<file path="config.mk">
export PLATFORM = sky130hd
export DESIGN_NAME = alu_rr_sched
export DESIGN_NICKNAME = d
export VERILOG_FILES = /design/src/rtl/alu_pkg.sv /design/src/rtl/rr_arbiter.sv /design/src/rtl/alu_rr_sched.sv
export SDC_FILE = /design/constraint.sdc
export NUM_CORES = 1
export LEC_CHECK = 0
export ABC_AREA = 1
export CORE_ASPECT_RATIO = 0.8
export CORE_MARGIN = 2
export CORE_UTILIZATION = 25
export CTS_BUF_LIST = sky130_fd_sc_hd__clkbuf_4
export CTS_CLUSTER_SIZE = 16
export DETAILED_ROUTE_END_ITERATION = 10
export PLACE_DENSITY = 0.64
export REMOVE_ABC_BUFFERS = 1
export SLEW_MARGIN = 0
export SYNTH_ARGS = -nofsm -noshare
export SYNTH_HDL_FRONTEND = slang
export SYNTH_SLANG_ARGS = --single-unit
</file>
<file path="constraint.sdc">
create_clock -name clk -period 4.8 [get_ports clk]
set_input_delay 0.96 -clock clk [delete_from_list [all_inputs] [get_ports clk]]
set_output_delay 0.96 -clock clk [all_outputs]
set_load 0.05 [all_outputs]
</file>
<file path="src/rtl/alu_pkg.sv">
// Shared opcode and FSM state definitions for the round-robin ALU scheduler and its ALU.
package alu_pkg;

  localparam logic [3:0] ALU_ADD  = 4'b0000;
  localparam logic [3:0] ALU_SUB  = 4'b1000;
  localparam logic [3:0] ALU_SLL  = 4'b0001;
  localparam logic [3:0] ALU_SLT  = 4'b0010;
  localparam logic [3:0] ALU_SLTU = 4'b0011;
  localparam logic [3:0] ALU_XOR  = 4'b0100;
  localparam logic [3:0] ALU_SRL  = 4'b0101;
  localparam logic [3:0] ALU_SRA  = 4'b1101;
  localparam logic [3:0] ALU_OR   = 4'b0110;
  localparam logic [3:0] ALU_AND  = 4'b0111;

  typedef enum logic [1:0] {
    S_IDLE  = 2'd0,
    S_ISSUE = 2'd1,
    S_WAIT  = 2'd2,
    S_DONE  = 2'd3
  } state_e;

endpackage

</file>
<file path="src/rtl/rr_arbiter.sv">
// Combinational round-robin pick: first set request at or after the pointer, wrapping to 0.
module rr_arbiter #(
  parameter int unsigned NREQ = 2,
  localparam int unsigned IW  = (NREQ > 1) ? $clog2(NREQ) : 1
) (
  input  logic [NREQ-1:0] i_req,
  input  logic [IW-1:0]   i_ptr,
  output logic [NREQ-1:0] o_gnt,
  output logic [IW-1:0]   o_idx
);

  always_comb begin
    int unsigned w_pos;
    logic        w_found;
    o_gnt   = '0;
    o_idx   = '0;
    w_found = 1'b0;
    w_pos   = 0;
    for (int k = 0; k < NREQ; k++) begin
      w_pos = 32'(i_ptr) + k;
      if (w_pos >= NREQ) w_pos = w_pos - NREQ;
      if (!w_found && i_req[IW'(w_pos)]) begin
        w_found            = 1'b1;
        o_idx              = IW'(w_pos);
        o_gnt[IW'(w_pos)]  = 1'b1;
      end
    end
  end

endmodule

</file>
<file path="src/rtl/alu_rr_sched.sv">
// Shares one registered ALU among NREQ requesters: round-robin issue, latency timing and
// per-requester response handshake, with every output driven from a register.
module alu_rr_sched
  import alu_pkg::*;
#(
  parameter int unsigned NREQ    = 2,
  parameter int unsigned XLEN    = 32,
  parameter int unsigned ALU_LAT = 1
) (
  input  logic                 clk,
  input  logic                 reset,
  input  logic [NREQ-1:0]      req_valid,
  output logic [NREQ-1:0]      req_ready,
  input  logic [NREQ*XLEN-1:0] req_rs1,
  input  logic [NREQ*XLEN-1:0] req_rs2,
  input  logic [NREQ*4-1:0]    req_op,
  output logic [NREQ-1:0]      resp_valid,
  input  logic [NREQ-1:0]      resp_ready,
  output logic [XLEN-1:0]      resp_rd,
  output logic [XLEN-1:0]      alu_rs1,
  output logic [XLEN-1:0]      alu_rs2,
  output logic [3:0]           alu_op,
  input  logic [XLEN-1:0]      alu_rd,
  output logic                 busy
);

  localparam int unsigned IW = (NREQ > 1) ? $clog2(NREQ) : 1;
  localparam int unsigned CW = (ALU_LAT > 1) ? $clog2(ALU_LAT) : 1;

  state_e          r_state;
  logic [NREQ-1:0] r_req_ready;
  logic [NREQ-1:0] r_owner;
  logic [NREQ-1:0] r_resp_valid;
  logic [IW-1:0]   r_gnt_idx;
  logic [IW-1:0]   r_ptr;
  logic [CW-1:0]   r_cnt;
  logic [XLEN-1:0] r_resp_rd;
  logic [XLEN-1:0] r_alu_rs1;
  logic [XLEN-1:0] r_alu_rs2;
  logic [3:0]      r_alu_op;
  logic            r_busy;

  logic [NREQ-1:0] w_arb_gnt;
  logic [IW-1:0]   w_arb_idx;
  logic [IW-1:0]   w_ptr_nxt;
  logic [XLEN-1:0] w_sel_rs1;
  logic [XLEN-1:0] w_sel_rs2;
  logic [3:0]      w_sel_op;
  logic            w_hs;

  rr_arbiter #(
    .NREQ (NREQ)
  ) u_arb (
    .i_req (req_valid),
    .i_ptr (r_ptr),
    .o_gnt (w_arb_gnt),
    .o_idx (w_arb_idx)
  );

  // The registered grant is one-hot, so it directly selects the winning operands.
  always_comb begin
    w_sel_rs1 = '0;
    w_sel_rs2 = '0;
    w_sel_op  = '0;
    for (int i = 0; i < NREQ; i++) begin
      if (r_req_ready[i]) begin
        w_sel_rs1 = req_rs1[i*XLEN +: XLEN];
        w_sel_rs2 = req_rs2[i*XLEN +: XLEN];
        w_sel_op  = req_op[i*4 +: 4];
      end
    end
  end

  assign w_hs      = |(req_valid & r_req_ready);
  assign w_ptr_nxt = (r_gnt_idx == IW'(NREQ - 1)) ? '0 : r_gnt_idx + IW'(1);

  always_ff @(posedge clk or posedge reset) begin
    if (reset) begin
      r_state      <= S_IDLE;
      r_req_ready  <= '0;
      r_owner      <= '0;
      r_resp_valid <= '0;
      r_gnt_idx    <= '0;
      r_ptr        <= '0;
      r_cnt        <= '0;
      r_resp_rd    <= '0;
      r_alu_rs1    <= '0;
      r_alu_rs2    <= '0;
      r_alu_op     <= '0;
      r_busy       <= 1'b0;
    end else begin
      case (r_state)
        S_IDLE: begin
          if (w_hs) begin
            r_state     <= S_ISSUE;
            r_busy      <= 1'b1;
            r_owner     <= r_req_ready;
            r_req_ready <= '0;
            r_ptr       <= w_ptr_nxt;
            r_alu_rs1   <= w_sel_rs1;
            r_alu_rs2   <= w_sel_rs2;
            r_alu_op    <= w_sel_op;
          end else begin
            r_req_ready <= w_arb_gnt;
            r_gnt_idx   <= w_arb_idx;
          end
        end
        S_ISSUE: begin
          r_cnt   <= CW'(ALU_LAT - 1);
          r_state <= S_WAIT;
        end
        S_WAIT: begin
          if (r_cnt == '0) begin
            r_resp_rd    <= alu_rd;
            r_resp_valid <= r_owner;
            r_alu_rs1    <= '0;
            r_alu_rs2    <= '0;
            r_alu_op     <= '0;
            r_state      <= S_DONE;
          end else begin
            r_cnt <= r_cnt - CW'(1);
          end
        end
        S_DONE: begin
          // Arbitrate on the exit edge so a waiting requester can hand off next cycle.
          if (|(resp_ready & r_owner)) begin
            r_resp_valid <= '0;
            r_busy       <= 1'b0;
            r_state      <= S_IDLE;
            r_req_ready  <= w_arb_gnt;
            r_gnt_idx    <= w_arb_idx;
          end
        end
        default: r_state <= S_IDLE;
      endcase
    end
  end

  assign req_ready  = r_req_ready;
  assign resp_valid = r_resp_valid;
  assign resp_rd    = r_resp_rd;
  assign alu_rs1    = r_alu_rs1;
  assign alu_rs2    = r_alu_rs2;
  assign alu_op     = r_alu_op;
  assign busy       = r_busy;

endmodule

</file>
==> out/metrics.csv <==
metric,value,unit
outcome,completed,
final-max-slew-violation-count,0,
total_of_cells_resized_after_clock_tree_synthesis,0,
gpl.final_weighted_congestion,0.766,
clk-insertion-delay-late,0.48,ns
final_layout_size_suffix_gt1_share,7.32,%
cts_setup_buffers,0,
average_vias_per_placed_instance,4.50,
dpl.hpwl,11900,microns
ys.warnings.count,0,
global_route_met3_usage,5.08,%
part_of_the_yosys_area_used_for_sequential_elements,52.7,%
timing.critical_path.buf_inv,1,
layout_worst_path_cycle_share,70.2,%
numCtsBuffers,9,
avgSynthCellArea,8.82,sq um
crit_path_max_delay_cell_type,dfrtp_4,
seq_power_share,55.4,%
drt_first_pass_iters,4,
placed_cell_area,8180,sq um
pwr-share-comb,18.8,%
io_buffers,278,
area_delta_synth_final,57.8,%
worst_hold_path_cell_count,1,
cts_hold_repair.buffers,0,
reg2reg_to,alu_rs1[14],
num_vias,5021,
grt_start_max_net_pins,83,
worst-r2r-cell-count,6,
drcViolationCount,0,
hold_crit_start,r_gnt_idx,
number_of_sinks_handled_by_clock_tree_synthesis,111,
power.switching_fraction,28.7,%
clock_skew,0.0175,ns
grt_use_total,14.9,%
worst_path_max_stage_delay,0.97,ns
top_usage_layer,met2,
cap_viol_max_count,0,
power.density_cell_area,210,nW/um^2
design.core.area,20700,sq um
finalCriticalPeriod,3.37,ns
via_count_of_the_first_global_routing_pass,4922,
design_area,8310,sq um
worstPathRequired,3.84,ns
clkTransAtPathRegs,0.19,ns
antenna_violating_nets_post_route,0,
critPathCaptureType,output port,
totalWireLength,16700,microns
grt_setup_unrepaired,no,
p_clk_share,25.8,%
worstSetupStartpointType,flop,
global_route.usage.met2,23.4,%
slew_worst_pin,0.816,ns
cts_max_path_buffers,2,
root_cell_of_the_clock_tree,clkbuf_4,
static-leakage-power,3.45,nW
r2r_slack,2.18,ns
maximum_resistive_drop_on_vdd,0.109,mV
netlist_instances,597,
nets,1019,
power.net_switching,0.000501,W
power_report.internal_total,0.00125,W
finalSetupViolCount,0,
ios,279,
final_cell_mix,"clkdlybuf4s50_1 (278), dfrtp_1 (109), nand2_1 (98), nand3_1 (81), nor2_1 (69)",
fmax,297,MHz
critical_path.top_delay_family,flip-flops,
die-height,134,microns
sum_of_overflow_across_all_layers_after_global_routing,0,
finish.utilization,40.1,%
synth.distinct_cells,19,
layout_commonest_cell,clkdlybuf4s50_1,
die_area,22200,sq um
cts.htree.levels,3,
timing.setup.critical_path_class,flop to output port,
antenna_found_initial,2,
class_of_the_most_critical_hold_timing_path,flop to flop,
floorplan.rows,47,
critPathMaxFanout,82,
critical_path.reg2reg.startpoint,req_ready[1],
worst_slew_margin_relative_to_its_limit,45.6,%
floorplan.die.width,166,microns
cp.arrival,2.41,ns
cp_cell_sequence,clkdlybuf4s50_1,
timing.setup.tns,0,ns
syn-cell-area,5270,sq um
initial_utilization,25.4,%
report.final.hold_viol_count,0,
tritoncts,done,
grt_pass1_wl,26600,microns
gr_layer_usage_met1,19.3,%
timing.hold.worst_endpoint,r_ptr,
ys_seq_elements,111,
drt_first_iter_violations,239,
fillers,2105,
wire_per_inst,15.0,microns
## routing by layer
metal  routed length [microns]  vias to the layer above
li1                          -                     2510
met5                        13                        -
met2                      7450                      164
met1                      7600                     2320
met4                       377                        2
met3                      1270                       25
## cell type report
class	instances	area (sq um)	share of cell area, %
tap	269	337	4.05
sequential	111	2780	33.5
timing repair buffer	284	2840	34.2
inverter	7	28.8	0.346
clock inverter	7	57.6	0.693
antenna	1	2.50	0.0301
clock buffer	9	67.6	0.813
multi-input combinational	429	2190	26.4
## synthesized netlist by cell type, drive strengths merged
cell	count	area share (%)
clkbuf	12	0.86
mux2	32	6.8
a21oi	68	6.5
nand2	102	7.6
nor2	69	4.9
nand3	81	7.7
dfrtp	111	53
a21boi	2	0.29
nand3b	1	0.38
buf	38	4.3
inv	7	0.50
o21ai	71	6.7
ha	3	0.71
## power by group through the flow
stage           logic, W  registers [W]  clock network (W)
3_5_place_dp    0.000332       0.000985                  0
3_3_place_gp    0.000331       0.000985                  0
2_1_floorplan  0.0000743        0.00104                  0
4_1_cts         0.000334       0.000968           0.000484
5_1_grt         0.000356       0.000971           0.000516
6_report        0.000329       0.000968           0.000451
## flip-flops by register name, indices dropped and copies added, names as in the netlist
name	count
req_ready	2
resp_valid	2
alu_rs2	32
r_state	2
busy	1
r_gnt_idx	1
r_owner	2
alu_op	4
resp_rd	32
r_ptr	1
alu_rs1	32
## worst max path at each step
stage | slack (ns) | to | cells past startpoint | from
after floorplan | 0.58 | r_gnt_idx | 5 | req_ready[1]
after global placement | 1.84 | alu_rs2[14] | 7 | req_valid[0]
after CTS | 1.32 | req_ready[1] | 1 | req_ready[1]
after global routing | 1.26 | req_ready[1] | 1 | req_ready[1]
final | 1.43 | req_ready[1] | 1 | req_ready[1]
after detailed placement | 1.78 | alu_rs1[14] | 7 | req_valid[1]
## logic make-up (layout without fill, tap and decap cells)
group | Yosys count | after routing | synth area share (%)
buffers and inverters | 57 | 307 | 5.65
adders and majority gates | 3 | 3 | 0.713
other | 0 | 1 | 0
muxes | 32 | 32 | 6.84
DFF | 111 | 111 | 52.7
AOI/OAI and AO/OA | 141 | 141 | 13.5
and+or+nand+nor | 253 | 253 | 20.6
## through the flow
stage	worst slack [ns]	std cells	hold WS, ns	total power [W]
after floorplan	0.577	547	0.428	0.00112
after global placement	1.84	1100	0.448	0.00132
after detailed placement	1.78	1100	0.449	0.00132
after CTS	1.32	1116	0.474	0.00179
after global routing	1.26	1117	0.493	0.00184
final	1.43	1117	0.468	0.00175
No activity file was read; power rests on OpenSTA's default activity.
